$ cat config.mk
export PLATFORM = sky130hd
export DESIGN_NAME = micro_hash_nonce_ctrl
export DESIGN_NICKNAME = d
export VERILOG_FILES = /design/src/rtl/micro_hash_nonce_ctrl.sv
export SDC_FILE = /design/constraint.sdc
export NUM_CORES = 1
export LEC_CHECK = 0
export BUFFER_PORTS_ARGS = -buffer_cell sky130_fd_sc_hd__buf_2
export CAP_MARGIN = 20
export CORE_MARGIN = 2
export CORE_UTILIZATION = 51
export DETAILED_ROUTE_END_ITERATION = 8
export PLACE_DENSITY = 0.81
export SLEW_MARGIN = 40
export SYNTH_ARGS = -nofsm -noshare
export SYNTH_HDL_FRONTEND = slang
export SYNTH_SLANG_ARGS = --single-unit
$ cat constraint.sdc
create_clock -name clk -period 3.8 [get_ports clk]
set_input_delay 0.38 -clock clk [delete_from_list [all_inputs] [get_ports clk]]
set_output_delay 0.38 -clock clk [all_outputs]
set_load 0.05 [all_outputs]
$ cat src/rtl/micro_hash_nonce_ctrl.sv
// -----------------------------------------------------------------------------
// micro_hash_nonce_ctrl
//
// Nonce-search sequencer for the micro-hash core. Each attempt builds a
// 128-bit block {nonce_cur, payload}, restarts the core, waits for its digest,
// and compares the top two digest bytes against an 8-bit target. The search
// ends on the first hit, on range exhaustion, on abort, or on a core timeout.
//
// Parameters
//   NONCE_W   nonce width; payload width is 128-NONCE_W
//   TIMEOUT   max cycles spent in WAIT before err_timeout (80..65535)
//
// Ports
//   clk, reset           rising-edge clock, synchronous active-high reset
//   start, abort         search request (IDLE only) / search cancel (busy only)
//   payload              low block bits, captured on accepted start
//   nonce_start/last     inclusive nonce range, captured on accepted start
//   target               difficulty byte, captured on accepted start
//   hash_block           {nonce_cur, payload} to the core
//   hash_next            core clear/restart (high in IDLE and LOAD)
//   hash_finish          holds the core cleared while in DONE
//   hash_h, hash_valid   core digest and its one-cycle valid pulse
//   busy                 high in LOAD/WAIT/CHECK
//   done, found          one-cycle completion pulse and hit flag
//   nonce_out, hash_out  winning (or last tried) nonce and its digest
//   err_timeout          sticky core-timeout flag, cleared by start
//
// Optional feature (macro HASH_CTRL_STATS_EN)
//   Adds attempts[31:0] (CHECK count) and cycles[31:0] (busy cycle count),
//   both cleared on accepted start and saturating.
// -----------------------------------------------------------------------------
module micro_hash_nonce_ctrl #(
   parameter int NONCE_W = 32,
   parameter int TIMEOUT = 255
) (
   input  logic                 clk,
   input  logic                 reset,
   input  logic                 start,
   input  logic                 abort,
   input  logic [127-NONCE_W:0] payload,
   input  logic [NONCE_W-1:0]   nonce_start,
   input  logic [NONCE_W-1:0]   nonce_last,
   input  logic [7:0]           target,
   output logic [127:0]         hash_block,
   output logic                 hash_next,
   output logic                 hash_finish,
   input  logic [23:0]          hash_h,
   input  logic                 hash_valid,
   output logic                 busy,
   output logic                 done,
   output logic                 found,
   output logic [NONCE_W-1:0]   nonce_out,
   output logic [23:0]          hash_out,
`ifdef HASH_CTRL_STATS_EN
   output logic [31:0]          attempts,
   output logic [31:0]          cycles,
`endif
   output logic                 err_timeout
);

   typedef enum logic [2:0] {
      S_IDLE,
      S_LOAD,
      S_WAIT,
      S_CHECK,
      S_DONE
   } state_e;

   localparam logic [15:0]        TimeoutVal = 16'(TIMEOUT);
   localparam logic [NONCE_W-1:0] NonceMax   = '1;

   state_e               state_q, state_d;
   logic [127-NONCE_W:0] payload_q, payload_d;
   logic [7:0]           target_q, target_d;
   logic [NONCE_W-1:0]   nonce_cur_q, nonce_cur_d;
   logic [NONCE_W-1:0]   nonce_last_q, nonce_last_d;
   logic [15:0]          wait_cnt_q, wait_cnt_d;
   logic [23:0]          digest_q, digest_d;
   logic                 found_q, found_d;
   logic [NONCE_W-1:0]   nonce_out_q, nonce_out_d;
   logic [23:0]          hash_out_q, hash_out_d;
   logic                 err_q, err_d;
`ifdef HASH_CTRL_STATS_EN
   logic [31:0]          attempts_q, attempts_d;
   logic [31:0]          cycles_q, cycles_d;
`endif

   logic busy_st;
   logic hit;
   logic range_end;

   assign busy_st = (state_q == S_LOAD) || (state_q == S_WAIT) || (state_q == S_CHECK);

   // Both upper digest bytes must be strictly below the target, so a
   // target of zero can never produce a hit.
   assign hit = (digest_q[23:16] < target_q) && (digest_q[15:8] < target_q);

   // Using >= rather than == also covers a range given backwards
   // (nonce_start > nonce_last): the first attempt is then the last one.
   // The all-ones test stops the counter from wrapping to zero.
   assign range_end = (nonce_cur_q >= nonce_last_q) || (nonce_cur_q == NonceMax);

   // Next-state and datapath logic. Abort takes priority over everything
   // in the busy states, including a digest arriving in the same cycle, and
   // leaves the result registers untouched.
   always_comb begin
      state_d      = state_q;
      payload_d    = payload_q;
      target_d     = target_q;
      nonce_cur_d  = nonce_cur_q;
      nonce_last_d = nonce_last_q;
      wait_cnt_d   = wait_cnt_q;
      digest_d     = digest_q;
      found_d      = found_q;
      nonce_out_d  = nonce_out_q;
      hash_out_d   = hash_out_q;
      err_d        = err_q;
`ifdef HASH_CTRL_STATS_EN
      attempts_d   = attempts_q;
      cycles_d     = cycles_q;
      if (busy_st && (cycles_q != 32'hFFFF_FFFF)) begin
         cycles_d = cycles_q + 32'd1;
      end
`endif

      if (abort && busy_st) begin
         state_d = S_IDLE;
      end else begin
         case (state_q)
            S_IDLE: begin
               if (start) begin
                  payload_d    = payload;
                  target_d     = target;
                  nonce_cur_d  = nonce_start;
                  nonce_last_d = nonce_last;
                  err_d        = 1'b0;
`ifdef HASH_CTRL_STATS_EN
                  attempts_d   = '0;
                  cycles_d     = '0;
`endif
                  state_d      = S_LOAD;
               end
            end
            S_LOAD: begin
               wait_cnt_d = '0;
               state_d    = S_WAIT;
            end
            S_WAIT: begin
               if (hash_valid) begin
                  digest_d = hash_h;
                  state_d  = S_CHECK;
               end else if (wait_cnt_q == TimeoutVal) begin
                  err_d       = 1'b1;
                  found_d     = 1'b0;
                  nonce_out_d = nonce_cur_q;
                  hash_out_d  = digest_q;
                  state_d     = S_DONE;
               end else begin
                  wait_cnt_d = wait_cnt_q + 16'd1;
               end
            end
            S_CHECK: begin
`ifdef HASH_CTRL_STATS_EN
               if (attempts_q != 32'hFFFF_FFFF) begin
                  attempts_d = attempts_q + 32'd1;
               end
`endif
               if (hit || range_end) begin
                  found_d     = hit;
                  nonce_out_d = nonce_cur_q;
                  hash_out_d  = digest_q;
                  state_d     = S_DONE;
               end else begin
                  nonce_cur_d = nonce_cur_q + 1'b1;
                  state_d     = S_LOAD;
               end
            end
            S_DONE: begin
               state_d = S_IDLE;
            end
            default: begin
               state_d = S_IDLE;
            end
         endcase
      end
   end

   // State and datapath registers with synchronous reset.
   always_ff @(posedge clk) begin
      if (reset) begin
         state_q      <= S_IDLE;
         payload_q    <= '0;
         target_q     <= '0;
         nonce_cur_q  <= '0;
         nonce_last_q <= '0;
         wait_cnt_q   <= '0;
         digest_q     <= '0;
         found_q      <= 1'b0;
         nonce_out_q  <= '0;
         hash_out_q   <= '0;
         err_q        <= 1'b0;
`ifdef HASH_CTRL_STATS_EN
         attempts_q   <= '0;
         cycles_q     <= '0;
`endif
      end else begin
         state_q      <= state_d;
         payload_q    <= payload_d;
         target_q     <= target_d;
         nonce_cur_q  <= nonce_cur_d;
         nonce_last_q <= nonce_last_d;
         wait_cnt_q   <= wait_cnt_d;
         digest_q     <= digest_d;
         found_q      <= found_d;
         nonce_out_q  <= nonce_out_d;
         hash_out_q   <= hash_out_d;
         err_q        <= err_d;
`ifdef HASH_CTRL_STATS_EN
         attempts_q   <= attempts_d;
         cycles_q     <= cycles_d;
`endif
      end
   end

   // The block is driven from registers, so it is already stable during
   // the LOAD restart pulse and throughout WAIT.
   assign hash_block  = {nonce_cur_q, payload_q};
   assign hash_next   = (state_q == S_IDLE) || (state_q == S_LOAD);
   assign hash_finish = (state_q == S_DONE);
   assign busy        = busy_st;
   assign done        = (state_q == S_DONE);
   assign found       = found_q;
   assign nonce_out   = nonce_out_q;
   assign hash_out    = hash_out_q;
   assign err_timeout = err_q;
`ifdef HASH_CTRL_STATS_EN
   assign attempts    = attempts_q;
   assign cycles      = cycles_q;
`endif

endmodule

# Yosys cells after proc, flatten, opt, wreduce, memory -nomap -nowiden
# Cells that the tools add are included.
# totals
ff_bits,269
latchBits,0
ram_bits,0
romBits,0
input_bits,197
elab_cells,77
memories,0
# op_classes
n_addsub,2
n_mul,0
n_div,0
n_lt_le_gt_ge,3
n_eq_ne,13
shifts,0
n_mux,27
bitwise_logic,1
reduce_logical,20
# op_table
op,n
2-to-1 mux 32 bit,5
one-hot mux 32 bit (2 select lines),2
2-to-1 mux 24 bit,3
one-hot mux 24 bit (2 select lines),1
"adder 32 x 1 -> 32 bit, second input constant",1
"equality test 32 bit, second input constant",1
greater-or-equal comparator 32 bit,1
2-to-1 mux 16 bit,2
one-hot mux 16 bit (2 select lines),1
"adder 16 x 1 -> 16 bit, second input constant",1
"equality test 16 x 8 -> 1 bit, second input constant",1
< comparator 8 bit,2
2-to-1 mux 3 bit,4
one-hot mux 3 bit (4 select lines),1
AND reduction 5 bit,2
"!= test 2 bit, second input constant",4
AND reduction 4 bit,2
nonzero test 2 bit,4
"equality test 3 x 2 -> 1 bit, second input constant",2
2-to-1 mux 1 bit,6
AND reduction 3 bit,2
logical OR 1 bit,5
"!= test 2 x 1 -> 1 bit, second input constant",2
one-hot mux 1 bit (2 select lines),2
other kinds (8),9

# Longest topological paths before layout
# depth
word_depth,6
ltp_mapped,12
depth_no_buf,10

# Worst setup path after synthesis
# Ideal clock, no wire load.
# synth_timing
kind,register to register
start,register nonce_cur_q[25]
end,register nonce_cur_q[19]
setup_ps,100
t_arrival_ps,2928
slack_ps,773
stages_incl_launch_ff,10
path_buffers,1
synth_period_minus_slack_ps,3027
path_cell_list,dfxtp_1 ha_1 a21o_1 a221o_1 a2111oi_2 o21ai_1 nor3_4 a31oi_4 buf_6 a2111oi_4
# synth_via
elab_chain_cells,5
elab_cells_between_ends,6
classes_between,1 x order compare; 2 x eq/ne; 3 x reduce/logical
# synth_rtl
element,line,source
start: declaration,75,"logic [NONCE_W-1:0] nonce_cur_q, nonce_cur_d;"
start signal: assignment,210,nonce_cur_q <= nonce_cur_d;
greater-or-equal comparator 32 bit / equality test 32 bit (equally long branches),101,assign range_end = (nonce_cur_q >= nonce_last_q) || (nonce_cur_q == NonceMax);
logical OR 1 bit *,101,
logical OR 1 bit *,168,if (hit || range_end) begin
!= test 2 bit (no source line) *,--,
AND reduction 4 bit (no source line) *,--,
# Mark *: on every way between the ends. The rest lies on a longest branch, timed or not.
# A chain may end at the register's enable or synchronous reset.

# Worst setup path after layout
# layout_timing
start,register nonce_cur_q[25]
end,register nonce_cur_q[0]
# The elaborated chain is that of the path after synthesis.

==> results.yml <==
synthesis:
  yosysTopAreaCellShare_pct: 46.4
  syn_nets: 1678
  ys_top_cells_by_area: "dfxtp_1, nand2_1, a21oi_1"
  yosys_warnings: 0
  synth_most_common_cell: "nand2_1"
  synth_cells: 1433
  syn_area_um2: 11600
  synth-edff-count: 0
  synth_cell_types: 62
  async_flop_share_pct: 0
  syn-mean-instance-area_um2: 8.10
  synth-seq-cells: 269
  synth_area_leader_cell: "dfxtp_1"
  ys_seq_area_share_pct: 46.4
  synthFlopType: "dfxtp_1"
  synthTopCellsByCount: "nand2_1, dfxtp_1, a21oi_1"
clock_network:
  cts.sinks: 269
  holdBufCountCts: 0
  cts_buffer_depth: 3
  cts_made_buffers: 29
  cts_tree: "yes"
  post_cts_resized: 0
  clock_latency_ps: 540
  cts_setup_buffers: 0
  clk_pin_slew_ps: 60
  htreeDepth: 1
  cts-root-buf: "clkbuf_16"
detailed_routing:
  drt_pass1_iterations: 4
  drt-total-wl_mm: 34.3
  via_per_inst: 5.43
  first_iter_violations: 620
  ant_nets: 0
  detail_route.wl_per_cell_um: 16.4
  route.vias.total: 11317
  drcViolationCount: 0
sta:
  rsz0062_at_grt: "no"
  clock-skew-final_ps: 21.0
  maxSlewViolCount: 0
  finalSetupViolations: 0
  hold_viol: 0
  tns_ps: 0
  timing.final.ws_setup_ps: 557
  min_period_ps: 3240
  fmax_mhz: 308
  slew_headroom_pct: 52.7
  worst_pin_slew_ps: 710
  period_share_pct: 85.3
critical_path:
  r2r_setup_slack_ps: 560
  crit_path_start_kind: "register"
  r2r_end: "nonce_cur_q[0]"
  crit_arrival_ps: 3690
  crit_fanout: 38
  critPathRequiredTime_ps: 4250
  worstSetupPathType: "reg2reg"
  r2r_cells: 11
  crit_path_end_kind: "register"
  reg2reg_from: "nonce_cur_q[25]"
die:
  ios: 387
  die_h_um: 155
  placementRows: 55
  initial_core_util_pct: 51.6
  die_x_um: 155
  core_area_um2: 22500
  die-area_um2: 24000
min_path:
  hold_path_class: "in2reg"
  hold_path_depth: 3
  hold_end: "payload_q[22]"
  hold_start: "payload[22]"
pwr:
  power_mw: 8.65
  powerDensity_nw_per_um2: 586
  power_leakage_nw: 6.53
  vdd_drop_max_v: 0.000472
placed_design:
  io_buffers: 386
  dp_hpwl_mm: 24.4
  place_ws_ps: 585
  dp_cells: 2031
  gp_congestion: 0.880
  placedInstanceArea_um2: 13700
grt:
  overflow: 0
  track_usage_pct: 27.1
  antenna_found_initial: 1
  grt_pass1_vias: 10844
  grt_pass1_wl_mm: 53.7
  grt_start_max_net_pins: 128
cells_and_area:
  nets: 2022
  fillCellCount: 1914
  area_growth_pct: 27.2
  layout-drive-gt1-share_pct: 26.3
  finalNonFillerCells: 2085
  final_cell_area_um2: 14800
run:
  maxCapViolCount: 0
run_status:
  run_status: "finished clean"
-- logic make-up (layout without fill, tap and decap cells) --
logic type / count (synthesis) / count (layout) / synth area share (%)
AOI/OAI and AO/OA: 317 / 317 / 16.0
and+or+nand+nor: 579 / 579 / 21.0
DFF: 269 / 269 / 46.4
xor gates and xnor gates: 11 / 11 / 0.830
muxes: 62 / 62 / 5.34
other: 0 / 1 / 0
buffers and inverters: 147 / 513 / 5.24
adders and majority gates: 48 / 48 / 5.17
-- metrics by stage --
step                util (%)  hold WS, ps
floorplan                  -          436
global placement        61.0          439
detailed placement      61.1          444
CTS                     65.7         56.8
global route            65.7         67.3
finish                  65.7         77.6
-- layout by cell type (no fill, tap or decap), types with 13 or more instances in the layout --
| master | Yosys | routed |
|---|---|---|
| nand2_1 | 367 | 365 |
| nor3_1 | 19 | 18 |
| ha_1 | 48 | 48 |
| nand3_1 | 23 | 23 |
| buf_2 | 6 | 385 |
| and3_1 | 14 | 14 |
| o32ai_1 | 13 | 13 |
| a21oi_1 | 220 | 220 |
| clkbuf_16 | 0 | 29 |
| nor2_1 | 99 | 98 |
| o21ai_0 | 19 | 19 |
| inv_1 | 55 | 55 |
| dfxtp_1 | 269 | 269 |
| buf_4 | 3 | 14 |
| mux2i_1 | 62 | 62 |
-- sequential cells by signal, summed over array words and instances, names as in the netlist --
register and count:
digest_q 24, nonce_last_q 32, payload_q 96, hash_out 24, nonce_out 32, nonce_cur_q 32, err_timeout 1, found 1
target_q 8, state_q 3, wait_cnt_q 16
-- routing by layer --
metal,wire length (um),global-route usage (%),vias up
li1,-,-,5543
met3,2840,6.69,77
met5,0,0,-
met2,17000,48.4,463
met1,13400,31.4,5234
met4,1080,9.92,0
-- where the power goes --
part	internal, mW	leakage (nW)	switching, mW
clock network	1.88	0.508	1.15
logic	0.684	3.83	1.64
registers	3.08	2.19	0.218
-- critical path, stage by stage (launching register included) --
cell,delay [ps]
dfxtp_1,300
buf_4,160
ha_1,310
a21o_1,160
a221o_1,330
a2111oi_2,390
o21ai_1,190
nor3_4,370
a31oi_4,210
buf_12,230
or3_1,320
a31oi_1,160
-- layout make-up --
class,instances,area (um^2),share of cell area (%)
repair buffers,405,2150,14.5
well taps,285,357,2.41
diodes,1,2.50,0.0169
clock inverters,15,231,1.57
multi-input cells,1017,5650,38.2
inverters,55,206,1.40
clock buffers,38,800,5.41
flip-flops and latches,269,5390,36.4
-- worst max path at each step --
stage | from | to | slack (ps) | cells past startpoint
after floorplan | nonce_cur_q[25] | nonce_cur_q[19] | 770 | 9
after global placement | nonce_cur_q[15] | hash_out[6] | 640 | 10
after detailed placement | nonce_cur_q[14] | hash_out[8] | 590 | 10
after CTS | nonce_cur_q[14] | hash_out[7] | 550 | 10
after global routing | nonce_cur_q[25] | nonce_cur_q[0] | 370 | 11
final | nonce_cur_q[25] | nonce_cur_q[0] | 560 | 11
Note: power is estimated with default switching activity, not from simulation.
